[src/rtl/i2c_pkg.sv]
// ============================================================================
// i2c_pkg : shared I2C state encodings, bus-condition codes, ACK levels
// Rev 1.0
// ============================================================================
`default_nettype none
`timescale 1ns/1ps

package i2c_pkg;

  localparam int ST_W = 4;

  localparam logic [ST_W-1:0] ST_IDLE     = 4'd0;
  localparam logic [ST_W-1:0] ST_ADDR     = 4'd1;
  localparam logic [ST_W-1:0] ST_ADDR_ACK = 4'd2;
  localparam logic [ST_W-1:0] ST_RX       = 4'd3;
  localparam logic [ST_W-1:0] ST_RX_ACK   = 4'd4;
  localparam logic [ST_W-1:0] ST_TX       = 4'd5;
  localparam logic [ST_W-1:0] ST_TX_ACK   = 4'd6;
  localparam logic [ST_W-1:0] ST_WAIT     = 4'd7;

  localparam logic [1:0] COND_NONE  = 2'd0;
  localparam logic [1:0] COND_START = 2'd1;
  localparam logic [1:0] COND_STOP  = 2'd2;

  localparam logic ACK  = 1'b0;
  localparam logic NACK = 1'b1;

endpackage

`default_nettype wire

[src/rtl/i2c_slave_if.sv]
// ============================================================================
// i2c_slave_if : pad and FIFO-side signals of the I2C target
// Rev 1.0
// ============================================================================
`default_nettype none
`timescale 1ns/1ps

interface i2c_slave_if;
  logic       scl_in;
  logic       sda_in;
  logic       sda_oe;
  logic [7:0] rx_data;
  logic       rx_valid;
  logic [7:0] tx_data;
  logic       tx_req;
  logic       busy;
  logic       general_call;

  modport slave (
    input  scl_in, sda_in, tx_data,
    output sda_oe, rx_data, rx_valid, tx_req, busy, general_call
  );

  modport master (
    output scl_in, sda_in, tx_data,
    input  sda_oe, rx_data, rx_valid, tx_req, busy, general_call
  );
endinterface

`default_nettype wire

[src/rtl/i2c_bus_cond.sv]
// ============================================================================
// i2c_bus_cond : SCL/SDA synchroniser with SCL edge and START/STOP detection
// Rev 1.0
// ============================================================================
`default_nettype none
`timescale 1ns/1ps

module i2c_bus_cond
  import i2c_pkg::*;
#(
  parameter int SYNC_STAGES = 2
) (
  input  logic       clk,
  input  logic       rst,
  input  logic       i_scl,
  input  logic       i_sda,
  output logic       o_sda,
  output logic       o_scl_rise,
  output logic       o_scl_fall,
  output logic [1:0] o_cond
);

  logic [SYNC_STAGES-1:0] r_scl_sync;
  logic [SYNC_STAGES-1:0] r_sda_sync;
  logic                   r_scl_d;
  logic                   r_sda_d;
  logic                   w_scl;
  logic                   w_sda;
  logic                   w_start;
  logic                   w_stop;

  // Idle bus is high on both lines, so reset there to avoid a false START
  always_ff @(posedge clk) begin
    if (!rst) begin
      r_scl_sync <= '1;
      r_sda_sync <= '1;
      r_scl_d    <= 1'b1;
      r_sda_d    <= 1'b1;
    end else begin
      r_scl_sync <= {r_scl_sync[SYNC_STAGES-2:0], i_scl};
      r_sda_sync <= {r_sda_sync[SYNC_STAGES-2:0], i_sda};
      r_scl_d    <= w_scl;
      r_sda_d    <= w_sda;
    end
  end

  assign w_scl   = r_scl_sync[SYNC_STAGES-1];
  assign w_sda   = r_sda_sync[SYNC_STAGES-1];
  assign w_start = w_scl & r_scl_d &  r_sda_d & ~w_sda;
  assign w_stop  = w_scl & r_scl_d & ~r_sda_d &  w_sda;

  assign o_sda      = w_sda;
  assign o_scl_rise =  w_scl & ~r_scl_d;
  assign o_scl_fall = ~w_scl &  r_scl_d;
  assign o_cond     = w_start ? COND_START : (w_stop ? COND_STOP : COND_NONE);

endmodule

`default_nettype wire

[src/rtl/i2c_slave.sv]
// ============================================================================
// i2c_slave : I2C target with 7-bit address match, FIFO push/pop data ports
// Rev 1.0  -- optional general call via `define I2C_SLAVE_GENERAL_CALL_EN
// ============================================================================
`default_nettype none
`timescale 1ns/1ps

module i2c_slave
  import i2c_pkg::*;
#(
  parameter logic [6:0] SLAVE_ADDR  = 7'h42,
  parameter int         SYNC_STAGES = 2
) (
  input  logic        clk,
  input  logic        rst,
  i2c_slave_if.slave  bus
);

  logic            w_sda;
  logic            w_rise;
  logic            w_fall;
  logic [1:0]      w_cond;

  logic [ST_W-1:0] r_state;
  logic [ST_W-1:0] w_state_nxt;
  logic [7:0]      r_shift;
  logic [3:0]      r_cnt;
  logic            r_rw;
  logic            r_acked;
  logic            r_sda_oe;
  logic [7:0]      r_rx_data;
  logic            r_rx_valid;
  logic            r_busy;
  logic            r_gc;

  logic [7:0]      w_shift_nxt;
  logic [3:0]      w_cnt_nxt;
  logic            w_rw_nxt;
  logic            w_acked_nxt;
  logic            w_oe_nxt;
  logic [7:0]      w_rx_data_nxt;
  logic            w_rx_valid_nxt;
  logic            w_busy_nxt;
  logic            w_gc_nxt;
  logic            w_tx_req;
  logic            w_gc_hit;
  logic            w_addr_hit;

  i2c_bus_cond #(.SYNC_STAGES(SYNC_STAGES)) u_cond (
    .clk        (clk),
    .rst        (rst),
    .i_scl      (bus.scl_in),
    .i_sda      (bus.sda_in),
    .o_sda      (w_sda),
    .o_scl_rise (w_rise),
    .o_scl_fall (w_fall),
    .o_cond     (w_cond)
  );

`ifdef I2C_SLAVE_GENERAL_CALL_EN
  assign w_gc_hit = (r_shift == 8'h00);
`else
  assign w_gc_hit = 1'b0;
`endif
  assign w_addr_hit = (r_shift[7:1] == SLAVE_ADDR) || w_gc_hit;

  always_ff @(posedge clk) begin : p_state
    if (!rst) r_state <= ST_IDLE;
    else      r_state <= w_state_nxt;
  end

  always_comb begin : p_next
    w_state_nxt = r_state;
    if (w_cond == COND_START)      w_state_nxt = ST_ADDR;
    else if (w_cond == COND_STOP)  w_state_nxt = ST_IDLE;
    else begin
      case (r_state)
        ST_ADDR:     if (w_fall && r_cnt == 4'd8) w_state_nxt = w_addr_hit ? ST_ADDR_ACK : ST_WAIT;
        ST_ADDR_ACK: if (w_fall) w_state_nxt = r_rw ? ST_TX : ST_RX;
        ST_RX:       if (w_fall && r_cnt == 4'd8) w_state_nxt = ST_RX_ACK;
        ST_RX_ACK:   if (w_fall) w_state_nxt = ST_RX;
        ST_TX:       if (w_fall && r_cnt == 4'd7) w_state_nxt = ST_TX_ACK;
        ST_TX_ACK: begin
          if (w_rise && w_sda == NACK)  w_state_nxt = ST_WAIT;
          else if (w_fall && r_acked)   w_state_nxt = ST_TX;
        end
        default: ;
      endcase
    end
  end

  always_comb begin : p_out
    w_shift_nxt    = r_shift;
    w_cnt_nxt      = r_cnt;
    w_rw_nxt       = r_rw;
    w_acked_nxt    = r_acked;
    w_oe_nxt       = r_sda_oe;
    w_rx_data_nxt  = r_rx_data;
    w_rx_valid_nxt = 1'b0;
    w_busy_nxt     = r_busy;
    w_gc_nxt       = r_gc;
    w_tx_req       = 1'b0;
    if (w_cond != COND_NONE) begin
      w_cnt_nxt  = 4'd0;
      w_oe_nxt   = 1'b0;
      w_busy_nxt = 1'b0;
      w_gc_nxt   = 1'b0;
    end else begin
      case (r_state)
        ST_ADDR: begin
          if (w_rise) begin
            w_shift_nxt = {r_shift[6:0], w_sda};
            w_cnt_nxt   = r_cnt + 4'd1;
          end else if (w_fall && r_cnt == 4'd8) begin
            w_cnt_nxt  = 4'd0;
            w_oe_nxt   = w_addr_hit;
            w_busy_nxt = w_addr_hit;
            w_gc_nxt   = w_gc_hit;
            w_rw_nxt   = r_shift[0];
          end
        end
        ST_ADDR_ACK: if (w_fall) begin
          w_cnt_nxt = 4'd0;
          if (r_rw) begin
            w_tx_req    = 1'b1;
            w_shift_nxt = bus.tx_data;
            w_oe_nxt    = ~bus.tx_data[7];
          end else begin
            w_oe_nxt = 1'b0;
          end
        end
        ST_RX: begin
          if (w_rise) begin
            w_shift_nxt = {r_shift[6:0], w_sda};
            w_cnt_nxt   = r_cnt + 4'd1;
          end else if (w_fall && r_cnt == 4'd8) begin
            w_rx_data_nxt  = r_shift;
            w_rx_valid_nxt = 1'b1;
            w_oe_nxt       = 1'b1;
            w_cnt_nxt      = 4'd0;
          end
        end
        ST_RX_ACK: if (w_fall) w_oe_nxt = 1'b0;
        // Bit 7 is already on the line when TX is entered; shift out 6..0, then release
        ST_TX: if (w_fall) begin
          if (r_cnt == 4'd7) begin
            w_oe_nxt    = 1'b0;
            w_acked_nxt = 1'b0;
          end else begin
            w_oe_nxt    = ~r_shift[6];
            w_shift_nxt = {r_shift[6:0], 1'b0};
            w_cnt_nxt   = r_cnt + 4'd1;
          end
        end
        ST_TX_ACK: begin
          if (w_rise) begin
            w_acked_nxt = (w_sda == ACK);
          end else if (w_fall && r_acked) begin
            w_tx_req    = 1'b1;
            w_shift_nxt = bus.tx_data;
            w_oe_nxt    = ~bus.tx_data[7];
            w_cnt_nxt   = 4'd0;
          end
        end
        default: ;
      endcase
    end
  end

  always_ff @(posedge clk) begin : p_data
    if (!rst) begin
      r_shift    <= 8'h00;
      r_cnt      <= 4'd0;
      r_rw       <= 1'b0;
      r_acked    <= 1'b0;
      r_sda_oe   <= 1'b0;
      r_rx_data  <= 8'h00;
      r_rx_valid <= 1'b0;
      r_busy     <= 1'b0;
      r_gc       <= 1'b0;
    end else begin
      r_shift    <= w_shift_nxt;
      r_cnt      <= w_cnt_nxt;
      r_rw       <= w_rw_nxt;
      r_acked    <= w_acked_nxt;
      r_sda_oe   <= w_oe_nxt;
      r_rx_data  <= w_rx_data_nxt;
      r_rx_valid <= w_rx_valid_nxt;
      r_busy     <= w_busy_nxt;
      r_gc       <= w_gc_nxt;
    end
  end

  assign bus.sda_oe       = r_sda_oe;
  assign bus.rx_data      = r_rx_data;
  assign bus.rx_valid     = r_rx_valid;
  assign bus.tx_req       = w_tx_req;
  assign bus.busy         = r_busy;
  assign bus.general_call = r_gc;

endmodule

`default_nettype wire
[src/flat_wrapper.sv]
// flat-port wrapper written by rule: the top's interface ports become plain ports
module i2c_slave_flat import i2c_pkg::*;
#(
  parameter logic [6:0] SLAVE_ADDR  = 7'h42,
  parameter int         SYNC_STAGES = 2
)
  (clk, rst, bus_scl_in, bus_sda_in, bus_tx_data, bus_sda_oe, bus_rx_data, bus_rx_valid, bus_tx_req, bus_busy, bus_general_call);
  i2c_slave_if bus_i ();
  input  logic clk;
  input  logic rst;
  input wire logic [$bits(bus_i.scl_in)-1:0] bus_scl_in;
  input wire logic [$bits(bus_i.sda_in)-1:0] bus_sda_in;
  input wire logic [$bits(bus_i.tx_data)-1:0] bus_tx_data;
  output wire logic [$bits(bus_i.sda_oe)-1:0] bus_sda_oe;
  output wire logic [$bits(bus_i.rx_data)-1:0] bus_rx_data;
  output wire logic [$bits(bus_i.rx_valid)-1:0] bus_rx_valid;
  output wire logic [$bits(bus_i.tx_req)-1:0] bus_tx_req;
  output wire logic [$bits(bus_i.busy)-1:0] bus_busy;
  output wire logic [$bits(bus_i.general_call)-1:0] bus_general_call;
  assign bus_i.scl_in = bus_scl_in;
  assign bus_i.sda_in = bus_sda_in;
  assign bus_i.tx_data = bus_tx_data;
  assign bus_sda_oe = bus_i.sda_oe;
  assign bus_rx_data = bus_i.rx_data;
  assign bus_rx_valid = bus_i.rx_valid;
  assign bus_tx_req = bus_i.tx_req;
  assign bus_busy = bus_i.busy;
  assign bus_general_call = bus_i.general_call;
  i2c_slave #(.SLAVE_ADDR(SLAVE_ADDR), .SYNC_STAGES(SYNC_STAGES)) u_core (.clk(clk), .rst(rst), .bus(bus_i));
endmodule
[config.mk]
export PLATFORM = sky130hd
export DESIGN_NAME = i2c_slave_flat
export DESIGN_NICKNAME = d
export VERILOG_FILES = /design/src/rtl/i2c_pkg.sv /design/src/rtl/i2c_slave_if.sv /design/src/rtl/i2c_bus_cond.sv /design/src/rtl/i2c_slave.sv /design/src/flat_wrapper.sv
export SDC_FILE = /design/constraint.sdc
export NUM_CORES = 1
export LEC_CHECK = 0
export CORE_UTILIZATION = 53
export DETAILED_ROUTE_END_ITERATION = 7
export PLACE_DENSITY = 0.82
export SYNTH_ARGS = -nofsm -noshare
export SYNTH_HDL_FRONTEND = slang
export SYNTH_SLANG_ARGS = --single-unit
export TNS_END_PERCENT = 10
[constraint.sdc]
create_clock -name clk -period 3 [get_ports clk]
set_clock_uncertainty 0.05 [all_clocks]
set_input_delay 0.9 -clock clk [delete_from_list [all_inputs] [get_ports clk]]
set_output_delay 0.9 -clock clk [all_outputs]
set_load 0.01 [all_outputs]
======== Word level (Yosys, flattened, before mapping) ========
Cells that the tools add are included.
word-level totals
  flip-flop bits (word level) ............. 35
  latch bits .............................. 0
  memory bits (writable) .................. 0
  ROM bits ................................ 0
  bits of input ports ..................... 12
  output and inout port bits .............. 13
  logic and storage cells ................. 141
  memories kept ........................... 0
operators by class
  add/subtract/negate cells ............... 1
  $mul .................................... 0
  divide/modulo/power cells ............... 0
  magnitude comparators ................... 0
  eq/ne operators ......................... 34
  shift-type cells ........................ 0
  multiplexer cells ....................... 53
  bitwise operators ....................... 17
  reductions and logical operators ........ 22
operators by type and width
  operator                                       count
  two-way mux 4 bit                              14
  two-way mux 8 bit                              7
  one-hot mux 8 bit (4 select lines)             1
  one-hot mux 4 bit (6 select lines)             1
  two-way mux 1 bit                              22
  != test 2 x 1 -> 1 bit, second input constant  11
  AND reduction 7 bit                            3
  != test 4 x 1 -> 1 bit, second input constant  5
  == test 4 x 3 -> 1 bit, second input constant  4
  one-hot mux 4 bit (4 select lines)             1
  inverter 1 bit                                 10
  AND reduction 10 bit                           1
  AND reduction 9 bit                            1
  == test 4 x 2 -> 1 bit, second input constant  2
  != test 2 bit, second input constant           4
  AND reduction 4 bit                            2
  nonzero test 8 bit                             1
  AND 1 bit                                      7
  == test 7 bit, second input constant           1
  two-way mux 3 bit                              2
  != test 3 x 1 -> 1 bit, second input constant  2
  one-hot mux 1 bit (6 select lines)             1
  nonzero test 6 bit                             1
  != test 5 x 1 -> 1 bit, second input constant  1
  other kinds (15)                               22

======== Depth between registers and ports, before layout ========
Gate-level depths: netlist (run 1).
  word-level depth ........................ 8
  gate-level depth with buffers ........... 8
  depth with buffers taken out ............ 7

======== Modules after synthesis ========
Synthesis (run 1) repeated with hierarchy kept, for this count alone.
second synthesis, totals
  cells, all modules ...................... 220
  area, all modules ....................... 1,908.1 sq um
by module, submodules not included
  module        times used  cells an instance  area an instance (sq um)  sequential area each (sq um)
  i2c_slave     1           203                1,710.4                   560.5
  i2c_bus_cond  1           17                 197.7                     120.1

======== Worst setup path after synthesis (run 1) ========
OpenSTA, ideal clock, no wires.
  path type ............................... register to output
  from .................................... reg u_core.r_state[2]
  to ...................................... out bus_tx_req
  arrival time ............................ 0.952 ns
  data required time ...................... 2.050 ns
  slack ................................... 1.098 ns
  cell stages (with the launch flop) ...... 5
  buffers on the path ..................... 2
  cells stage by stage .................... dfxtp_1 > buf_6 > clkbuf_8 > mux2i_1 > nor3_1
between the ends
  longest elaborated chain between the ends .. 3
  elaborated cells between the ends (all ways) .. 4
  those cells by class .................... 2 x eq/ne; 2 x mux
ends and longest elaborated chain
  what                                                                     line                RTL
  from (decl)                                                              i2c_slave.sv:24     logic [ST_W-1:0] r_state;
  from (signal assigned)                                                   i2c_slave.sv:69     else r_state <= w_state_nxt;
  == test 4 x 3 -> 1 bit / == test 4 x 2 -> 1 bit (equally long branches)  i2c_slave.sv:109    case (r_state)
  one-hot mux 1 bit (2 select lines) *                                     i2c_slave.sv:109
  two-way mux 1 bit *                                                      i2c_slave.sv:103    if (w_cond != COND_NONE) begin
  to (decl)                                                                flat_wrapper.sv:17  output wire logic [$bits(bus_i.tx_req)-1:0] bus_tx_req;
Every way passes the cells marked *; elsewhere a longest branch is shown, timed or not.

======== Final worst setup path (run 1) ========
  from .................................... reg u_core.u_cond.r_scl_sync[1]
  to ...................................... out bus_tx_req
between the ends
  longest elaborated chain between the ends .. 7
  elaborated cells between the ends (all ways) .. 17
  those cells by class .................... 7 x mux; 8 x bitwise; 2 x reduce/logical
ends and longest elaborated chain
  what                                                                             line                                                        RTL
  from (decl)                                                                      i2c_bus_cond.sv:23                                          logic [SYNC_STAGES-1:0] r_scl_sync;
  from (signal assigned)                                                           i2c_bus_cond.sv:40                                          r_scl_sync <= {r_scl_sync[SYNC_STAGES-2:0], i_scl};
  AND 1 bit / inverter 1 bit (equally long branches)                               i2c_bus_cond.sv:49, i2c_bus_cond.sv:50, i2c_bus_cond.sv:54
  AND 1 bit, on equally long branches                                              i2c_bus_cond.sv:50, i2c_bus_cond.sv:54
  AND 1 bit / logical AND 1 bit (equally long branches)                            i2c_bus_cond.sv:50, i2c_slave.sv:158
  two-way mux 2 bit / two-way mux 1 bit (equally long branches)                    i2c_bus_cond.sv:55, i2c_slave.sv:158
  two-way mux 2 bit / two-way mux 1 bit (equally long branches)                    i2c_bus_cond.sv:55, i2c_slave.sv:156
  nonzero test 2 bit / one-hot mux 1 bit (2 select lines) (equally long branches)  i2c_slave.sv:103, i2c_slave.sv:109
  two-way mux 1 bit *                                                              i2c_slave.sv:103
Marked as above.

==> metrics.md, run 1 <==
| Metric | Value |
|---|---|
| Die Wd | `roughly 60 microns` |
| Outcome | `finished clean` |
| Peak VDD IR | `around 0.32 mV` |
| Routed vias/inst | `around 5.7` |
| Multiplexer share of the synthesized area | `0.02270` |
| Hold Path Depth | `1` |
| Total grt overflow | `0` |
| Vias in the first global route | `around 1.4k` |
| GRT met3 Usage | `0.04545` |
| CTS buffer count | `5` |
| Most frequent cells in the layout | `nand2_1 (44), dfxtp_1 (34), clkdlybuf4s50_1 (23)` |
| Startpoint class of the critical path | `flop` |
| Post-DP HPWL | `2807 microns` |
| Placer Congestion | `about 0.91` |
| TritonCTS clock tree | `yes` |
| Layout cells sized above 1 | `0.07787` |
| Drt pass-1 iters | `4` |
| GR Util met2 | `0.3889` |
| Busiest layer in global routing | `met2` |
| Post-Syn Nets | `234` |
| Syn avg cell area | `about 8 sq um` |
| Global-route wire length before repair | `6527 microns` |
| FMAX | `about 380 MHz` |
| Die Ht | `around 60 microns` |
| Antenna Cells | `0` |
| Reg2Reg Setup Slack | `between 0.8 and 0.9 ns` |
| CTS clk-pin slew, worst paths | `about 0.090 ns` |
| RR Endpoint | `u_core.r_state[1]$_SDFFE_PP0P_` |
| Synth async-reset ratio | `0` |
| Leak | `0.7694 nW` |
| Worst reg2reg startpoint | `u_core.r_state[2]$_SDFFE_PP0P_` |
| RSZ-0062 raised after global routing | `false` |
| Commonest non-fill, non-tap cell in the layout | `nand2_1` |
| Hold endpoint | `u_core.u_cond.r_scl_sync[1]$_SDFF_PN1_` |
| Synth Flop Type | `dfxtp_1` |
| Power per cell area | `416.2 nW/um^2` |
| Root buffer cell | `clkbuf_4` |
| Crit path kind | `flop to output port` |
| # IOs | `25` |
| CP Max Fanout | `7` |
| Postcts setup bufs | `0` |
| Rows | `20` |
| Hold buffer count at cts | `0` |
| Remaining antenna violation count | `0` |
| R2R cell count | `7` |
| Synth Area in XOR/XNOR | `0.004965` |
| Max-slew violation count | `0` |
| Gate Count Post-Synth | `220` |
| Final wirelength | `a little under 4000 microns` |
| Total GRT Usage | `0.2469` |
| Nets | `about 260` |
| IO Port Bufs | `23` |
| Routed len/inst | `between 10 and 15 microns` |
| Largest family of logic cells by synthesized area | `compound AO/OA/AOI/OAI gates` |
| Die ar. | `approximately 3600 sq um` |
| DP Worst Slack | `~0.71 ns` |
| CTS Buffer Depth | `2` |
| Final TNS setup | `0 ns` |
| Clock sinks | `34` |
| CTS resizes | `0` |
| Iteration-0 DRC Markers | `96` |
| Relative slew slack | `0.5697` |
| Final instance area | `2078 sq um` |
| Critical path required time | `just over 2 ns` |
| Starting Density | `0.5685` |
| Latest clock arrival within the worst-skew pair | `roughly 0.35 ns` |
| Compound-Gate Fraction of Synth Area | `0.2539` |
| CP arrival | `1.70 ns` |
| Min cycle time layout | `2.654 ns` |
| Post-Synth Simple-Gate Area | `0.2496` |
| Largest net degree at the start of global routing | `21` |
| Synthesis-to-layout area growth | `17.80%` |
| Filler cells | `~280` |
| Tightest Hold Check Type | `flop to flop` |
| Max-cap violation count | `0` |
| Initial antenna violation count | `0` |
| Count of cell types in the netlist | `slightly above 50` |
| Post-Synth Adder-Cell Area | `0.01418` |
| Number of flops mapped to enable cells by yosys | `0` |
| # DRC | `0` |
| #FFs+latches synth | `34` |
| Mapped cell area | `roughly 1800 sq um` |
| HP Start | `u_core.u_cond.r_scl_sync[0]$_SDFF_PN1_` |
| Worst Slack Setup Final | `around 0.35 ns` |
| Endpoints failing setup | `0` |
| Htree depth | `2` |
| CORE AREA | `a little over 3000 sq um` |
| Met1 usage | `0.3315` |
| Final hold vios | `0` |
| Critical path endpoint category | `output port` |
| Sequential fraction of the synthesis area | `0.3858` |
| Syn. warnings | `0` |
| Placed instance area | `2003 sq um` |
| Fin crit share | `0.8846` |
| Worst Tran Pin Value | `0.6412 ns` |
| Vias | `between 1.5k and 2k` |
| Core Util, Final | `0.6698` |
-- worst max-delay path, stage by stage, from the launching register on --
cell and delay (ns):
dfxtp_1 0.36, nand2b_2 0.23, nor3_1 0.20, clkdlybuf4s50_1 0.56
-- how the worst max path moves through the flow --
stage	slack, ns	depth (start not counted)	end	start
6_report	0.35	3	bus_tx_req	u_core.u_cond.r_scl_sync[1]$_SDFF_PN1_
5_1_grt	0.23	3	bus_tx_req	u_core.u_cond.r_scl_sync[1]$_SDFF_PN1_
4_1_cts	0.35	3	bus_tx_req	u_core.u_cond.r_scl_sync[1]$_SDFF_PN1_
3_5_place_dp	0.71	3	u_core.r_state[2]$_SDFFE_PP0P_	rst
3_3_place_gp	0.75	3	bus_tx_req	u_core.u_cond.r_scl_sync[1]$_SDFF_PN1_
2_1_floorplan	1.10	4	bus_tx_req	u_core.r_state[2]$_SDFFE_PP0P_
-- routing by layer --
layer	share of wire	wire length (microns)
met5	0	0
met2	0.46	1806
met4	0.018	70
met3	0.046	180
met1	0.47	1856
-- metrics by stage --
step	hold slack [ns]	std cells	total power, W
floorplan	0.3363	220	0.0005160
global placement	0.3409	280	0.0005409
detailed placement	0.3470	280	0.0005424
CTS	0.3728	288	0.0008708
global route	0.4151	288	0.0008962
finish	0.3675	288	0.0008650
-- where the power goes --
| group | switching (W) | total [W] | internal [W] |
|---|---|---|---|
| Combinational | 0.0000371 | 0.0000693 | 0.0000322 |
| Sequential | 0.00000600 | 0.000464 | 0.000458 |
| Clock | 0.000155 | 0.000332 | 0.000177 |
| Total | 0.000199 | 0.000865 | 0.000666 |
-- synthesized netlist by cell type (2+ instances only) --
library cell | number | area (sq um)
nor3b_1 | 2 | 15.01
buf_6 | 3 | 33.78
inv_1 | 8 | 30.03
mux2i_1 | 4 | 40.04
a31oi_1 | 8 | 50.05
nor2b_1 | 3 | 18.77
ha_1 | 2 | 25.02
a211oi_1 | 3 | 22.52
o21ai_0 | 14 | 70.07
or3_1 | 2 | 12.51
nand2_1 | 44 | 165.2
a21boi_1 | 9 | 67.56
clkbuf_1 | 5 | 18.77
a311oi_1 | 2 | 17.52
o21ai_1 | 3 | 15.01
nand2b_1 | 8 | 50.05
dfxtp_1 | 34 | 680.7
o22ai_1 | 3 | 18.77
o221ai_1 | 3 | 26.28
nor3_1 | 7 | 35.03
buf_2 | 2 | 10.01
nor2_1 | 15 | 56.30
a21oi_1 | 8 | 40.04
-- flip-flops by register name, summed over array words and instances (netlist names), 2 cells and up --
signal                    flops
u_core.r_cnt                  4
u_core.r_state                3
u_core.u_cond.r_sda_sync      2
u_core.bus.rx_data            8
u_core.r_shift                8
u_core.u_cond.r_scl_sync      2
-- area by class of cell --
class | instances | area (sq um) | area share
Multi-Input combinational cell | 165 | 965.9 | 0.4648
Sequential cell | 34 | 680.7 | 0.3275
Timing Repair Buffer | 28 | 267.8 | 0.1288
Tap cell | 44 | 55.05 | 0.02649
Clock buffer | 7 | 45.04 | 0.02167
Inverter | 9 | 33.78 | 0.01626
Clock inverter | 1 | 30.03 | 0.01445
-- kinds of logic after synthesis --
logic type               Yosys count
AND/OR/NAND/NOR                   91
AO/OA/AOI/OAI                     66
flip-flops                        34
buffers and inverters             21
multiplexers                       4
adder cells (fa/ha/maj)            2
other                              1
XOR/XNOR                           1
(Power assumes the default switching activity.)
==> run 2: changes to the inputs <==
--- a/config.mk
+++ b/config.mk
@@ -5,9 +5,11 @@
 export SDC_FILE = /design/constraint.sdc
 export NUM_CORES = 1
 export LEC_CHECK = 0
-export CORE_UTILIZATION = 53
+export CELL_PAD_IN_SITES_DETAIL_PLACEMENT = 1
+export CELL_PAD_IN_SITES_GLOBAL_PLACEMENT = 2
+export CORE_UTILIZATION = 34
 export DETAILED_ROUTE_END_ITERATION = 7
-export PLACE_DENSITY = 0.82
+export PLACE_DENSITY = 0.88
 export SYNTH_ARGS = -nofsm -noshare
 export SYNTH_HDL_FRONTEND = slang
 export SYNTH_SLANG_ARGS = --single-unit
==> metrics.md, run 2 (synthesized netlist as in run 1, its figures left out) <==
| Metric | Value |
|---|---|
| Outcome | `finished clean` |
| Final wirelength | `4674 microns (+19%)` |
| Largest net degree at the start of global routing | `25 (+19%)` |
| Total grt overflow | `0 (unchanged)` |
| Final hold vios | `0 (unchanged)` |
| Clock sinks | `34 (unchanged)` |
| TritonCTS clock tree | `yes` |
| Power per cell area | `450.2 nW/um^2 (+8.2%)` |
| FMAX | `389.3 MHz (+3.3%)` |
| Post-Place Cells | `304 (+8.6%)` |
| CORE AREA | `4848 sq um (+56%)` |
| Postcts setup bufs | `0 (unchanged)` |
| Placer Congestion | `0.8004 (-12%)` |
| Hold buffer count at cts | `0 (unchanged)` |
| Startpoint class of the critical path | `flop` |
| Fin crit share | `0.8563 (-0.02833)` |
| Total GRT Usage | `0.1902 (-0.05672)` |
| Initial antenna violation count | `0 (unchanged)` |
| Iteration-0 DRC Markers | `84 (-13%)` |
| Max-slew violation count | `0 (unchanged)` |
| CTS clk-pin slew, worst paths | `0.07 ns (-0.02 ns)` |
| Final instance area | `2152 sq um (+3.6%)` |
| Synthesis-to-layout area growth | `21.99%` |
| Multi-input gate area | `965.9 sq um (unchanged)` |
| Met2 Routed Length | `2164 microns (+20%)` |
| Remaining antenna violation count | `0 (unchanged)` |
| Relative slew slack | `0.5232 (-0.04647)` |
| Starting Density | `0.3639 (-0.2047)` |
| # IOs | `25 (unchanged)` |
| Storage cell area | `680.7 sq um (unchanged)` |
| CTS resizes | `0 (unchanged)` |
| Reg2Reg Setup Slack | `0.88 ns (+0.04 ns)` |
| Crit path kind | `flop to output port` |
| Routed len/inst | `15.03 microns (+11%)` |
| Non-filler cells, final | `311 (+8.0%)` |
| Endpoints failing setup | `0 (unchanged)` |
| Die ar. | `5481 sq um (+54%)` |
| Htree depth | `2 (unchanged)` |
| Drt pass-1 iters | `4 (unchanged)` |
| Hold slack | `0.3666 ns (-0.0008740 ns)` |
| CTS Buffer Depth | `2 (unchanged)` |
| Critical path endpoint category | `output port` |
| Tightest Hold Check Type | `flop to flop` |
| Post-DP HPWL | `3360 microns (+20%)` |
| Max-cap violation count | `0 (unchanged)` |
| IO Port Bufs | `23 (unchanged)` |
| Final TNS setup | `0 ns (unchanged)` |
| Critical path required time | `2.05 ns (about the same)` |
| RSZ-0062 raised after global routing | `false` |
| Root buffer cell | `clkbuf_8` |
| Most frequent cells in the layout | `nand2_1 (44), dfxtp_1 (34), clkdlybuf4s50_1 (23)` |
| Leak | `0.7926 nW (+3.0%)` |
| Antenna Cells | `0 (unchanged)` |
| Rows | `25 (+25%)` |
| CP Max Fanout | `7 (unchanged)` |
| Vias | `1645 (-0.48%)` |
| Layout cells sized above 1 | `0.08607 (+0.008197)` |
| # DRC | `0 (unchanged)` |
| Min cycle time layout | `2.569 ns (-0.08498 ns)` |
| Global-route wire length before repair | `7914 microns (+21%)` |
| Commonest non-fill, non-tap cell in the layout | `nand2_1` |
| Die Ht | `74.04 microns (+24%)` |
| Vias in the first global route | `1634 (+13%)` |
| Peak VDD IR | `0.2087 mV (-35%)` |
| Nets | `258 (+0.39%)` |
| M1 wire length | `2394 microns (+29%)` |
| CP arrival | `1.62 ns (-0.08 ns)` |
| Worst Tran Pin Value | `0.7104 ns (+0.06924 ns)` |
| Total power | `0.0009689 W (+12%)` |
| Met3 wire len | `89 microns (-51%)` |
| Placed instance area | `2039 sq um (+1.8%)` |
| Die Wd | `74.04 microns (+24%)` |
| Latest clock arrival within the worst-skew pair | `0.28 ns (-0.07 ns)` |
| CTS buffer count | `5 (unchanged)` |
| Routed vias/inst | `5.289 (-7.8%)` |
| Filler cells | `603 (+120%)` |
| Max Used Layer | `met4` |
[run 2: changes by cell type in the layout (fill, tap and decap cells not counted), sizes merged]
cell,before,now
buf,5,6
clkbuf,7,6
[run 2: through the flow]
stage / utilization / setup slack [ns]
2_1_floorplan: - / 1.098
3_3_place_gp: 0.4206 / 0.7437
3_5_place_dp: 0.4206 / 0.7409
4_1_cts: 0.4439 / 0.4231
5_1_grt: 0.4439 / 0.3460
6_report: 0.4439 / 0.4311
[run 2: final timing paths]
kind                                          startpoint                                endpoint  cells after the start
setup / recovery  u_core.u_cond.r_scl_sync[1]$_SDFF_PN1_                              bus_tx_req                      3
setup reg to reg          u_core.r_state[2]$_SDFFE_PP0P_          u_core.r_state[1]$_SDFFE_PP0P_                      7
hold / removal    u_core.u_cond.r_scl_sync[0]$_SDFF_PN1_  u_core.u_cond.r_scl_sync[1]$_SDFF_PN1_                      1
hold reg to reg   u_core.u_cond.r_scl_sync[0]$_SDFF_PN1_  u_core.u_cond.r_scl_sync[1]$_SDFF_PN1_                      1
[run 2: final cells by class]
| cell class | count | area share |
|---|---|---|
| clock buffer | 6 | 0.03837 |
| clock inverter | 1 | 0.01395 |
| inverter | 9 | 0.01570 |
| multi-input combinational | 165 | 0.4488 |
| sequential | 34 | 0.3163 |
| tap | 67 | 0.03895 |
| timing repair buffer | 29 | 0.1279 |
[run 2: metal layers]
layer,vias to the layer above,track usage
met5,-,0
met4,0,0.04487
met3,2,0.04472
met2,23,0.2980
met1,793,0.2641
li1,827,-
[run 2: power breakdown]
group	internal (W)	switching [W]
clock network	0.000266	0.000167
registers	0.000458	0.00000619
logic	0.0000326	0.0000391
[run 2: worst max-delay path, cell delays in order (launching register included)]
cell and delay, ns:
dfxtp_1 0.35, nand2b_2 0.24, nor3_1 0.19, clkdlybuf4s50_1 0.56
==> run 3: changes to the inputs <==
--- a/config.mk
+++ b/config.mk
@@ -7,7 +7,9 @@
 export LEC_CHECK = 0
 export CELL_PAD_IN_SITES_DETAIL_PLACEMENT = 1
 export CELL_PAD_IN_SITES_GLOBAL_PLACEMENT = 2
+export CORE_MARGIN = 4
 export CORE_UTILIZATION = 34
+export CTS_CLUSTER_DIAMETER = 200
 export DETAILED_ROUTE_END_ITERATION = 7
 export PLACE_DENSITY = 0.88
 export SYNTH_ARGS = -nofsm -noshare
==> metrics.md, run 3 (synthesized netlist as in run 1, its figures left out) <==
| Metric | Value |
|---|---|
| CTS clk-pin slew, worst paths | `0.07 ns (about the same)` |
| Critical path endpoint category | `output port` |
| Flop pwr share | `0.482 (+0.003)` |
| Commonest non-fill, non-tap cell in the layout | `nand2_1` |
| Worst Tran Pin Value | `0.6688 ns (-0.04167 ns)` |
| Worst-path cell chain | `nand2b_2, nor3_1, clkdlybuf4s50_1` |
| Relative slew slack | `0.5512 (+0.02796)` |
| Rows | `25 (unchanged)` |
| Max-cap violation count | `0 (unchanged)` |
| Starting Density | `0.3615 (-0.002333)` |
| Startpoint class of the critical path | `flop` |
| Slowest cell on crit path | `clkdlybuf4s50_1` |
| CP Max Fanout | `7 (unchanged)` |
| CTS resizes | `0 (unchanged)` |
| Hold slack | `0.3582 ns (-0.008402 ns)` |
| CP bufs+invs | `1 (unchanged)` |
| CORE AREA | `4880 sq um (+0.65%)` |
| Combinational power share | `0.074 (about the same)` |
| Root buffer cell | `clkbuf_8` |
| Die Ht | `80.04 microns (+8.1%)` |
| Hold buffer count at cts | `0 (unchanged)` |
| Remaining antenna violation count | `0 (unchanged)` |
| Layout cells sized above 1 | `0.08607 (unchanged)` |
| # IOs | `25 (unchanged)` |
| Total grt overflow | `0 (unchanged)` |
| Antenna Cells | `0 (unchanged)` |
| Clk pwr share | `0.444 (-0.003)` |
| IO Port Bufs | `23 (unchanged)` |
| Worst reg2reg startpoint | `u_core.r_state[2]$_SDFFE_PP0P_` |
| Final wirelength | `4571 microns (-2.2%)` |
| FMAX | `387.0 MHz (-0.59%)` |
| Post-DP HPWL | `3411 microns (+1.5%)` |
| Crit path launch | `u_core.u_cond.r_scl_sync[1]$_SDFF_PN1_` |
| Power per cell area | `447.4 nW/um^2 (-0.62%)` |
| TritonCTS clock tree | `yes` |
| Peak VDD IR | `0.2000 mV (-4.2%)` |
| Routed vias/inst | `5.331 (+0.79%)` |
| Most frequent cells in the layout | `nand2_1 (44), dfxtp_1 (34), clkdlybuf4s50_1 (23)` |
| Postcts setup bufs | `0 (unchanged)` |
| Initial antenna violation count | `0 (unchanged)` |
| Drt pass-1 iters | `4 (unchanged)` |
| Filler cells | `620 (+2.8%)` |
| Total GRT Usage | `0.1582 (-0.03196)` |
| Storage cell area | `680.7 sq um (unchanged)` |
| Psw | `0.0002064 W (-3.0%)` |
| Htree depth | `2 (unchanged)` |
| Latest clock arrival within the worst-skew pair | `0.28 ns (about the same)` |
| CTS Buffer Depth | `2 (unchanged)` |
| P_int | `0.0007565 W (about the same)` |
| Vias in the first global route | `1629 (-0.31%)` |
| Crit path kind | `flop to output port` |
| # DRC | `0 (unchanged)` |
| CP arrival | `1.63 ns (about the same)` |
| Worst Slack Setup Final | `0.4160 ns (-0.01518 ns)` |
| Nets | `258 (unchanged)` |
| Max-slew violation count | `0 (unchanged)` |
| RSZ-0062 raised after global routing | `false` |
| Multi-input gate area | `965.9 sq um (unchanged)` |
| Fin crit share | `0.8613 (+0.005059)` |
| CTS buffer count | `5 (unchanged)` |
| Delay of the slowest critical-path stage | `0.56 ns (about the same)` |
| Die Wd | `80.04 microns (+8.1%)` |
| Clock sinks | `34 (unchanged)` |
| Placer Congestion | `0.9197 (+15%)` |
| DP Worst Slack | `0.7164 ns (-0.02451 ns)` |
| Tightest Hold Check Type | `flop to flop` |
| Iteration-0 DRC Markers | `70 (-17%)` |
| Switching part of the total power | `0.2143 (-0.005240)` |
| Outcome | `finished clean` |
| Kind of cell adding the most delay to the critical path | `buffers and inverters` |
| Final hold vios | `0 (unchanged)` |
| Synthesis-to-layout area growth | `21.99% (unchanged)` |
| Global-route wire length before repair | `8017 microns (+1.3%)` |
| Total power | `0.0009629 W (-0.62%)` |
| HP Start | `u_core.u_cond.r_sda_sync[0]$_SDFF_PN1_` |
| Critical path required time | `2.05 ns (about the same)` |
| Die ar. | `6406 sq um (+17%)` |
| Final TNS setup | `0 ns (unchanged)` |
| Vias | `1658 (+0.79%)` |
| Routed len/inst | `14.70 microns (-2.2%)` |
| Largest net degree at the start of global routing | `21 (-16%)` |
| Endpoints failing setup | `0 (unchanged)` |
| Min cycle time layout | `2.584 ns (+0.01518 ns)` |
| Leak | `0.7920 nW (about the same)` |
[run 3: cell counts in the layout (fill, tap and decap cells not counted)]
No cell type changed its count.
[run 3: worst reg2reg max path: cells and delay by family (launching register included)]
family,cells,cell delay [ns]
buffers and inverters,1,0.25
AO/OA/AOI/OAI,3,0.73
flip-flops,1,0.35
AND/OR/NAND/NOR,3,0.65
[run 3: area by class of cell]
type / instances / share of cell area
Inverter: 9 / 0.01570
Tap cell: 67 / 0.03895
Clock buffer: 6 / 0.03837
Sequential cell: 34 / 0.3163
Multi-Input combinational cell: 165 / 0.4488
Clock inverter: 1 / 0.01395
Timing Repair Buffer: 29 / 0.1279
[run 3: worst paths after layout]
check	endpoint	slack [ns]	depth (start not counted)
hold reg to reg	u_core.u_cond.r_sda_sync[1]$_SDFF_PN1_	0.36	1
setup / recovery	bus_tx_req	0.42	3
hold / removal	u_core.u_cond.r_sda_sync[1]$_SDFF_PN1_	0.36	1
setup reg to reg	u_core.r_state[1]$_SDFFE_PP0P_	0.84	7
[run 3: layer usage]
layer	GRT usage	vias to the layer above	share of wire
li1	-	827	-
met1	0.2038	793	0.47
met2	0.2641	31	0.48
met3	0.03386	7	0.030
met4	0.04561	0	0.013
met5	0	-	0
[run 3: power by group through the flow]
stage	Combinational (W)	Clock (W)	Sequential [W]
2_1_floorplan	0.0000439	0	0.000472
3_3_place_gp	0.0000714	0	0.000474
3_5_place_dp	0.0000719	0	0.000474
4_1_cts	0.0000720	0.000442	0.000464
5_1_grt	0.0000791	0.000455	0.000465
6_report	0.0000712	0.000428	0.000464
[run 3: metrics by stage]
stage,instance area [sq um],cells,util
3_3_place_gp,2039,304,0.4179
5_1_grt,2152,311,0.4410
4_1_cts,2152,311,0.4410
2_1_floorplan,1764,220,-
6_report,2152,311,0.4410
3_5_place_dp,2039,304,0.4179
==> variant, RTL diff (settings of run 2) <==
The option `I2C_SLAVE_GENERAL_CALL_EN` is turned on by a define.
--- a/src/rtl/i2c_slave.sv
+++ b/src/rtl/i2c_slave.sv
@@ -4,6 +4,8 @@
 // ============================================================================
 `default_nettype none
 `timescale 1ns/1ps
+
+`define I2C_SLAVE_GENERAL_CALL_EN
 
 module i2c_slave
   import i2c_pkg::*;
Formal check against the unedited RTL: same outputs for any inputs over 10 cycles, from zero or initial values and one cycle with rst low; that may be too few to reach the edited logic, so the function may still have changed.
==> variant against run 2 <==
Global-route usage fell by 0.50 points. Synthesized cell count fell by 3.2%. Worst hold slack barely moved. Area after synthesis rose by 4.1%. Setup slack got worse by 0.032 ns. Highest routed layer unchanged. Clock power rose by 18%. Final area rose by 5.3%. Die area rose by 4.0%. Count of clock-buffer cells in the layout did not move. Total power rose by 16%. Largest cell class unchanged. Wire length barely moved. Sequential cell count rose by 1.
==> variant: results (changes against run 2) <==
gp_congestion: 0.795  # -0.62%
dp_cells: 302  # -0.66%
vias_per_cell: 5.16  # -2.4%
synthCells: 213  # -3.2%
ys_seq_area_frac: 0.381  # -0.00434
io_buffers: 24  # +4.3%
r2r_start: "u_core.r_cnt[1]"
placement.cell_area_mm2: 0.00213  # +4.7%
pre_cts_ws_ns: 0.538  # -0.203 ns
synthXorXnorAreaFrac: 0.0143  # +0.00934
hpwl_um: 3470  # +3.3%
yosys-top-cells-area: "dfxtp_1 (38%), mux2i_1 (11%), nor2_1 (6.9%)"
grt_max_degree: 20  # -20%
synthAdderAreaFrac: 0.0136  # -0.000560
drive_gt1_frac: 0.0750  # -0.0111
grt_pass1_wl_um: 7730  # -2.4%
rrSetupSlack_ns: 0.69  # -0.19 ns
worst_slack_ns: 0.399  # -0.0324 ns
status: "completed"
p_leak_uw: 0.000912  # +15%
reg2reg_to: "u_core.r_shift[3]"
drt-total-wl_um: 4680  # about the same
whs_ns: 0.366  # -0.000193 ns
nets: 253  # -1.9%
yosys-top-cells-count: "dfxtp_1 (35), nor2_1 (34), mux2i_1 (21), nand2_1 (12)"
synth_compound_area_frac: 0.183  # -0.0707
ys_types: 44  # -14%
grt.total_usage: 0.185  # -0.00497
worstPathArrival_ns: 1.65  # +0.03 ns
-- variant: cell count changes in the layout (fill, tap and decap cells not counted), sizes merged, moves of 3 or more --
cell	delta
nand2	-32
nor2	+19
mux2i	+17
a211oi	+10
a21boi	-9
a31oi	-7
o21ai	-7
nand3	+6
nor3	-5
a311oi	-3
o221ai	-3
o31ai	+3
-- variant: layer usage --
metal  up-vias  global-route usage  share of wire
met2        29               0.309           0.48
li1        794                   -              -
met4         0              0.0638          0.017
met3         7              0.0476          0.037
met1       770               0.233           0.47
met5         -                   0              0
-- variant: final cells by class --
cell class	instances	area, um^2
multi-input combinational	157	1020
tap	70	87.6
inverter	9	33.8
fill	644	2870
sequential	35	701
clock buffer	6	72.6
timing repair buffer	31	293
clock inverter	2	60.1
-- variant: power breakdown --
group,internal (uW),switching (uW)
Clock,332,178
Sequential,474,11.1
Combinational,60.0,65.8
